--- src/rtl/spi_slave_if.sv ---
// SPI slave front end: deserialises MOSI frames into {cmd, payload} words and returns RAM read data on MISO.
// Optional macro SPI_CMD_CHECK_EN adds cmd_err and checks frame bit W-2 against the read state.
module spi_slave_if #(
    parameter int ADDR_SIZE = 8
) (
    input  logic                 clk,
    input  logic                 rst_n,
    input  logic                 SS_n,
    input  logic                 MOSI,
    output logic                 MISO,
    output logic [ADDR_SIZE+1:0] rx_data,
    output logic                 rx_valid,
    input  logic [ADDR_SIZE-1:0] tx_data,
    input  logic                 tx_valid
`ifdef SPI_CMD_CHECK_EN
    ,
    output logic                 cmd_err
`endif
);

    localparam int W   = ADDR_SIZE + 2;
    localparam int CW  = $clog2(W + 1);
    localparam int TCW = (ADDR_SIZE > 2) ? $clog2(ADDR_SIZE) : 1;

    // state     | meaning
    // IDLE      | waiting for SS_n low
    // CHK_CMD   | sampling frame bit W-1 to choose write or read
    // WRITE     | shifting in a write address/data frame
    // READ_ADD  | shifting in a read address frame
    // READ_DATA | shifting in a read data frame, then returning RAM data on MISO
    typedef enum logic [2:0] {IDLE, CHK_CMD, WRITE, READ_ADD, READ_DATA} state_t;

    state_t               state;
    logic [W-2:0]         rx_sreg;
    logic [CW-1:0]        bit_cnt;
    logic                 frame_done;
    logic                 rd_addr_seen;
    logic [1:0]           tx_phase;
    logic [ADDR_SIZE-1:0] tx_sreg;
    logic [TCW-1:0]       tx_cnt;
    logic                 tx_busy;
    logic [W-1:0]         rx_word;
    logic                 cmd_ok;

    assign rx_word = {rx_sreg, MOSI};

`ifdef SPI_CMD_CHECK_EN
    assign cmd_ok = !(((state == READ_ADD) && rx_word[W-2]) ||
                      ((state == READ_DATA) && !rx_word[W-2]));
`else
    assign cmd_ok = 1'b1;
`endif

    always_ff @(posedge clk or negedge rst_n) begin
        if (!rst_n) begin
            state        <= IDLE;
            rx_sreg      <= '0;
            bit_cnt      <= '0;
            frame_done   <= 1'b0;
            rd_addr_seen <= 1'b0;
            tx_phase     <= 2'd0;
            tx_sreg      <= '0;
            tx_cnt       <= '0;
            tx_busy      <= 1'b0;
            MISO         <= 1'b0;
            rx_data      <= '0;
            rx_valid     <= 1'b0;
`ifdef SPI_CMD_CHECK_EN
            cmd_err      <= 1'b0;
`endif
        end else begin
            rx_valid <= 1'b0;
`ifdef SPI_CMD_CHECK_EN
            cmd_err  <= 1'b0;
`endif
            if (SS_n) begin
                state      <= IDLE;
                bit_cnt    <= '0;
                frame_done <= 1'b0;
                tx_phase   <= 2'd0;
                tx_cnt     <= '0;
                tx_busy    <= 1'b0;
                MISO       <= 1'b0;
            end else begin
                case (state)
                    IDLE: begin
                        state      <= CHK_CMD;
                        frame_done <= 1'b0;
                    end
                    CHK_CMD: begin
                        rx_sreg <= {{(W-2){1'b0}}, MOSI};
                        bit_cnt <= CW'(W - 1);
                        if (!MOSI)
                            state <= WRITE;
                        else if (rd_addr_seen)
                            state <= READ_DATA;
                        else
                            state <= READ_ADD;
                    end
                    default: begin
                        if (!frame_done) begin
                            rx_sreg <= rx_word[W-2:0];
                            bit_cnt <= bit_cnt - 1'b1;
                            if (bit_cnt == CW'(1)) begin
                                frame_done <= 1'b1;
                                if (cmd_ok) begin
                                    rx_data  <= rx_word;
                                    rx_valid <= 1'b1;
                                    if (state == READ_ADD)
                                        rd_addr_seen <= 1'b1;
                                    if (state == READ_DATA) begin
                                        rd_addr_seen <= 1'b0;
                                        tx_phase     <= 2'd1;
                                    end
                                end else begin
`ifdef SPI_CMD_CHECK_EN
                                    cmd_err <= 1'b1;
`endif
                                end
                            end
                        end else if (tx_phase == 2'd1) begin
                            // one cycle for the RAM to register its read data
                            tx_phase <= 2'd2;
                        end else if (tx_phase == 2'd2) begin
                            tx_phase <= 2'd3;
                            if (tx_valid) begin
                                MISO    <= tx_data[ADDR_SIZE-1];
                                tx_sreg <= {tx_data[ADDR_SIZE-2:0], 1'b0};
                                tx_cnt  <= TCW'(ADDR_SIZE - 1);
                                tx_busy <= 1'b1;
                            end
                        end else if (tx_busy) begin
                            if (tx_cnt != '0) begin
                                MISO    <= tx_sreg[ADDR_SIZE-1];
                                tx_sreg <= {tx_sreg[ADDR_SIZE-2:0], 1'b0};
                                tx_cnt  <= tx_cnt - 1'b1;
                            end else begin
                                MISO    <= 1'b0;
                                tx_busy <= 1'b0;
                            end
                        end
                    end
                endcase
            end
        end
    end

endmodule

--- config.mk ---
export PLATFORM = sky130hd
export DESIGN_NAME = spi_slave_if
export DESIGN_NICKNAME = d
export VERILOG_FILES = /design/src/rtl/spi_slave_if.sv
export SDC_FILE = /design/constraint.sdc
export NUM_CORES = 1
export LEC_CHECK = 0
export CAP_MARGIN = 10
export CORE_ASPECT_RATIO = 0.9
export CORE_MARGIN = 5
export CORE_UTILIZATION = 55
export CTS_CLUSTER_DIAMETER = 80
export CTS_CLUSTER_SIZE = 25
export DETAILED_ROUTE_END_ITERATION = 6
export PLACE_DENSITY_LB_ADDON = 0.12
export SYNTH_ARGS = -nofsm -noshare
export SYNTH_HDL_FRONTEND = slang
export SYNTH_SLANG_ARGS = --single-unit
--- constraint.sdc ---
create_clock -name clk -period 2.5 [get_ports clk]
set_input_delay 0.5 -clock clk [delete_from_list [all_inputs] [get_ports clk]]
set_output_delay 0.5 -clock clk [all_outputs]
set_load 0.01 [all_outputs]
### Word level (Yosys, flattened, before mapping)

Cells that the tools add are included.

* input port bits: 13
* logic and storage cells: 108
* register bits after elaboration: 44

* mux-type cells: 53
* eq/ne operators: 15
* reduce and logical (&&, ||, !) cells: 21
* add/subtract/negate cells: 2
* bitwise logic cells: 5

Operators with widths (number)
* $mux 3: 11
* $mux 8: 4
* $mux 1: 24
* $pmux 9 s2: 1
* $reduce_bool 3->1: 6
* $mux 2: 7
* $reduce_and 4->1: 3
* $reduce_and 5->1: 2
* $mux 9: 1
* $mux 4: 2
* $ne 2x2->1 const B: 4
* $pmux 4 s2: 1
* $reduce_bool 2->1: 4
* $reduce_and 7->1: 1
* $pmux 3 s2: 1
* $reduce_and 6->1: 1
* $not 1->1: 5
* $eq 4x1->1 const B: 1
* $ne 2x1->1 const B: 2
* $ne 4x2->1 const B: 1
* $sub 4x1->4 const B: 1
* $eq 3x1->1 const B: 1
* $eq 3x2->1 const B: 1
* $eq 3x3->1 const B: 1
* other kinds (10): 10

### Logic depth before layout (Yosys ltp)

* depth after elaboration: 8
* mapped depth: 7

### Worst setup path after synthesis

Ideal clock, no wire load.

* path type: register to register
* start: register tx_phase[0]
* end: register tx_sreg[2]
* required time: 2.375 ns
* path slack: 0.616 ns
* data arrival time: 1.759 ns
* cell stages (with the launch flop): 7
* path through: dfrtp_1 > ha_1 > nand2b_1 > nor2_1 > or4b_4 > buf_6 > mux2_4

* cells in the longest elaborated chain, start to end: 3
* elaborated cells between the ends (all ways): 8

RTL lines
* start: declaration: RTL line 38 `logic [1:0] tx_phase;`
* start signal: assignment: RTL line 61 `tx_phase <= 2'd0;`
* start signal: assignment: RTL line 80 `tx_phase <= 2'd0;`
* start signal: assignment: RTL line 113 `tx_phase <= 2'd1;`
* $eq 2x2->1 or $eq 2x1->1 (tied branches): RTL line 124, 121
* $ne 2x2->1 (no source line) (tied with other cells)
* $reduce_and 7->1 (no source line)
* end signal: assignment: RTL line 128 `tx_sreg <= {tx_data[ADDR_SIZE-2:0], 1'b0};`
* end signal: assignment: RTL line 135 `tx_sreg <= {tx_sreg[ADDR_SIZE-2:0], 1'b0};`
* end: declaration: RTL line 39 `logic [ADDR_SIZE-1:0] tx_sreg;`

Parallel ways exist; a longest one is shown, timed or not.
A chain may end at the register's enable or synchronous reset.

### Worst setup path after layout

* start: register tx_phase[0]
* end: register tx_sreg[3]

The elaborated chain is that of the path after synthesis.

==> reports/qor.yml <==
routedWlPerCell_um: 15.8
max_slew_margin: 0.368
areaGrowthSynthToFinish_pct: 17.8
drt_iter0_markers: 67
fin_tns_setup_ns: 0
avgSynthCellArea_um2: 12.0
detail_route.vias_per_cell: 5.75
hp-class: "in2async"
status: "completed"
syn_inst: 175
max_freq_ghz: 0.465
dp_hpwl_um: 2690
antenna_found_initial: 0
worst_ep_arrival_time_ns: 2.33
num-fill-cells: 282
rsz0062_at_grt: "false"
via_count: 1414
dieArea_um2: 5150
register_area_um2: 1080
whs_ns: 0.345
fin_ws_ns: 0.348
synthArstFlopShare: 1.00
yosysTopAreaCellShare: 0.513
insertedDiodeCount: 0
routed_wl_um: 3900
drc: 0
critical_path_class: "reg2reg"
postLayoutCellArea_um2: 2470
ir_drop_v: 0.000595
globalRouteOverflowTotal: 0
synthDistinctLibCells: 41
die_y_um: 68.6
drt_first_pass_iters: 4
pin_count: 25
fin_worst_skew_ns: 0.00675
synth-edff-count: 0
drv_cap: 0
r2r-start: "tx_phase[0]"
cts_tree: "built"
initial_utilization: 0.566
clock_path_buffers: 2
yosys-top-cells-area: "dfrtp_1 51%, mux2_2 8.6%, mux2_4 4.3%, ha_1 4.2%, a22o_1 3.3%"
post-place-ws_ns: 0.226
ys_seq_area_frac: 0.513
synth_seq_cells: 43
place.gp.congestion: 0.777
crit_path_max_fanout: 13
placed_cells: 238
min_period_over_period: 0.861
cts.htree.levels: 2
ant_nets: 0
synth_common_cells: "43 x dfrtp_1, 16 x mux2_2, 14 x nor2_1"
numCtsBuffers: 5
dieWidth_um: 75.1
place_area_um2: 2350
crit_family: "simple AND/OR/NAND/NOR gates"
grt_first_pass_wirelength_um: 6310
timing.reg2reg.setup_slack_ns: 0.35
post-cts-setup-buffers: 0
drive_gt1_frac: 0.195
grt_pass1_vias: 1364
post-route-util: 0.666
p_per_area_nw_per_um2: 652
max_stage_delay_ns: 0.63
multi_input_area_um2: 921
synth_flop_cell: "dfrtp_1"
synth_nets: 195
insertion_delay_ns: 0.29
grt_use_total: 0.162
worstMarginPinSlew_ns: 0.948
cp_slowest_cell: "or4b_4"
cp-end-kind: "register"
core_area_um2: 3700
crit_required_ns: 2.68
critPathBufInv: 1
ctsResizeCount: 0
hold_viol: 0
ys_warn_count: 0
stdcell_count: 246
netlist_area_um2: 2100
fin_crit_ns: 2.15
place.port_buffers: 24
cp-startpoint: "tx_phase[0]"
power_mw: 1.61
rows: 21
worstPathCellList: "inv_1, ha_1, nor2_1, or4b_4, mux2_4"
yosysMostFrequentCell: "dfrtp_1"
power_leakage_nw: 1.09
maxSlewViolCount: 0
setup-violations-final: 0
clockRootBuffer: "clkbuf_8"
cts_hold_buf: 0
grt_max_degree: 44
cts_sinks: 43
clk_pin_slew_ns: 0.08
synth_top_area_cell: "dfrtp_1"
start_kind: "register"
nets: 219
path summary, 6_finish.rpt:
check | to | cells after the start
worst max-delay path | tx_sreg[3] | 5
worst min-delay path | tx_cnt[0] | 1
worst max register to register | tx_sreg[3] | 5
worst min register to register | rx_data[6] | 1
max in group asynchronous | tx_phase[1] | 1
min in group clk | rx_data[6] | 1
layout by cell type, fill, tap and decap left out, types with 2 or more instances in the layout:
cell type / n
a211o_1: 2
a211oi_1: 4
a21oi_1: 8
a22o_1: 8
a31oi_1: 2
buf_4: 3
clkbuf_8: 5
clkdlybuf4s50_1: 23
dfrtp_1: 43
ha_1: 7
inv_1: 11
mux2_2: 16
mux2_4: 6
mux2i_1: 2
nand2_1: 5
nand2b_1: 3
nand4b_1: 2
nor2_1: 14
nor2b_1: 2
nor3_1: 4
nor3b_1: 2
nor4b_1: 2
o21ai_0: 3
or4_1: 3
cells by family (layout without fill, tap and decap cells):
kind of cell,Yosys count,in the layout,share of synthesized area
compound gates,35,35,0.123
xor+xnor,2,2,0.00836
fa+ha+maj,7,7,0.0418
buf+inv,21,46,0.0472
flops,43,43,0.513
mux,24,24,0.139
simple gates,43,43,0.128
power breakdown:
| part | total [mW] | switching (mW) | internal, mW |
|---|---|---|---|
| registers | 0.805 | 0.0494 | 0.756 |
| clock network | 0.544 | 0.243 | 0.301 |
| logic | 0.260 | 0.119 | 0.141 |
| total | 1.61 | 0.412 | 1.20 |
flip-flops by register name, summed over array words and instances, names as in the netlist:
| name | cells |
|---|---|
| tx_cnt | 3 |
| tx_busy | 1 |
| rx_valid | 1 |
| rx_sreg | 9 |
| frame_done | 1 |
| MISO | 1 |
| rx_data | 10 |
| tx_sreg | 7 |
| bit_cnt | 4 |
| state | 3 |
| rd_addr_seen | 1 |
| tx_phase | 2 |
final cells by class:
| class | count | share of cell area |
|---|---|---|
| inverter | 11 | 0.0167 |
| sequential | 43 | 0.436 |
| timing repair buffer | 27 | 0.104 |
| tap | 46 | 0.0233 |
| clock buffer | 5 | 0.0279 |
| multi-input combinational | 111 | 0.373 |
| clock inverter | 3 | 0.0188 |
metal layers:
metal	track usage	part of all wire	routed length, um	vias up
li1	-	-	-	677
met1	0.219	0.46	1780	706
met2	0.264	0.49	1930	29
met3	0.0493	0.043	166	2
met4	0.0267	0.0044	17	0
met5	0	0	0	-
Note: power is estimated with default switching activity, not from simulation.
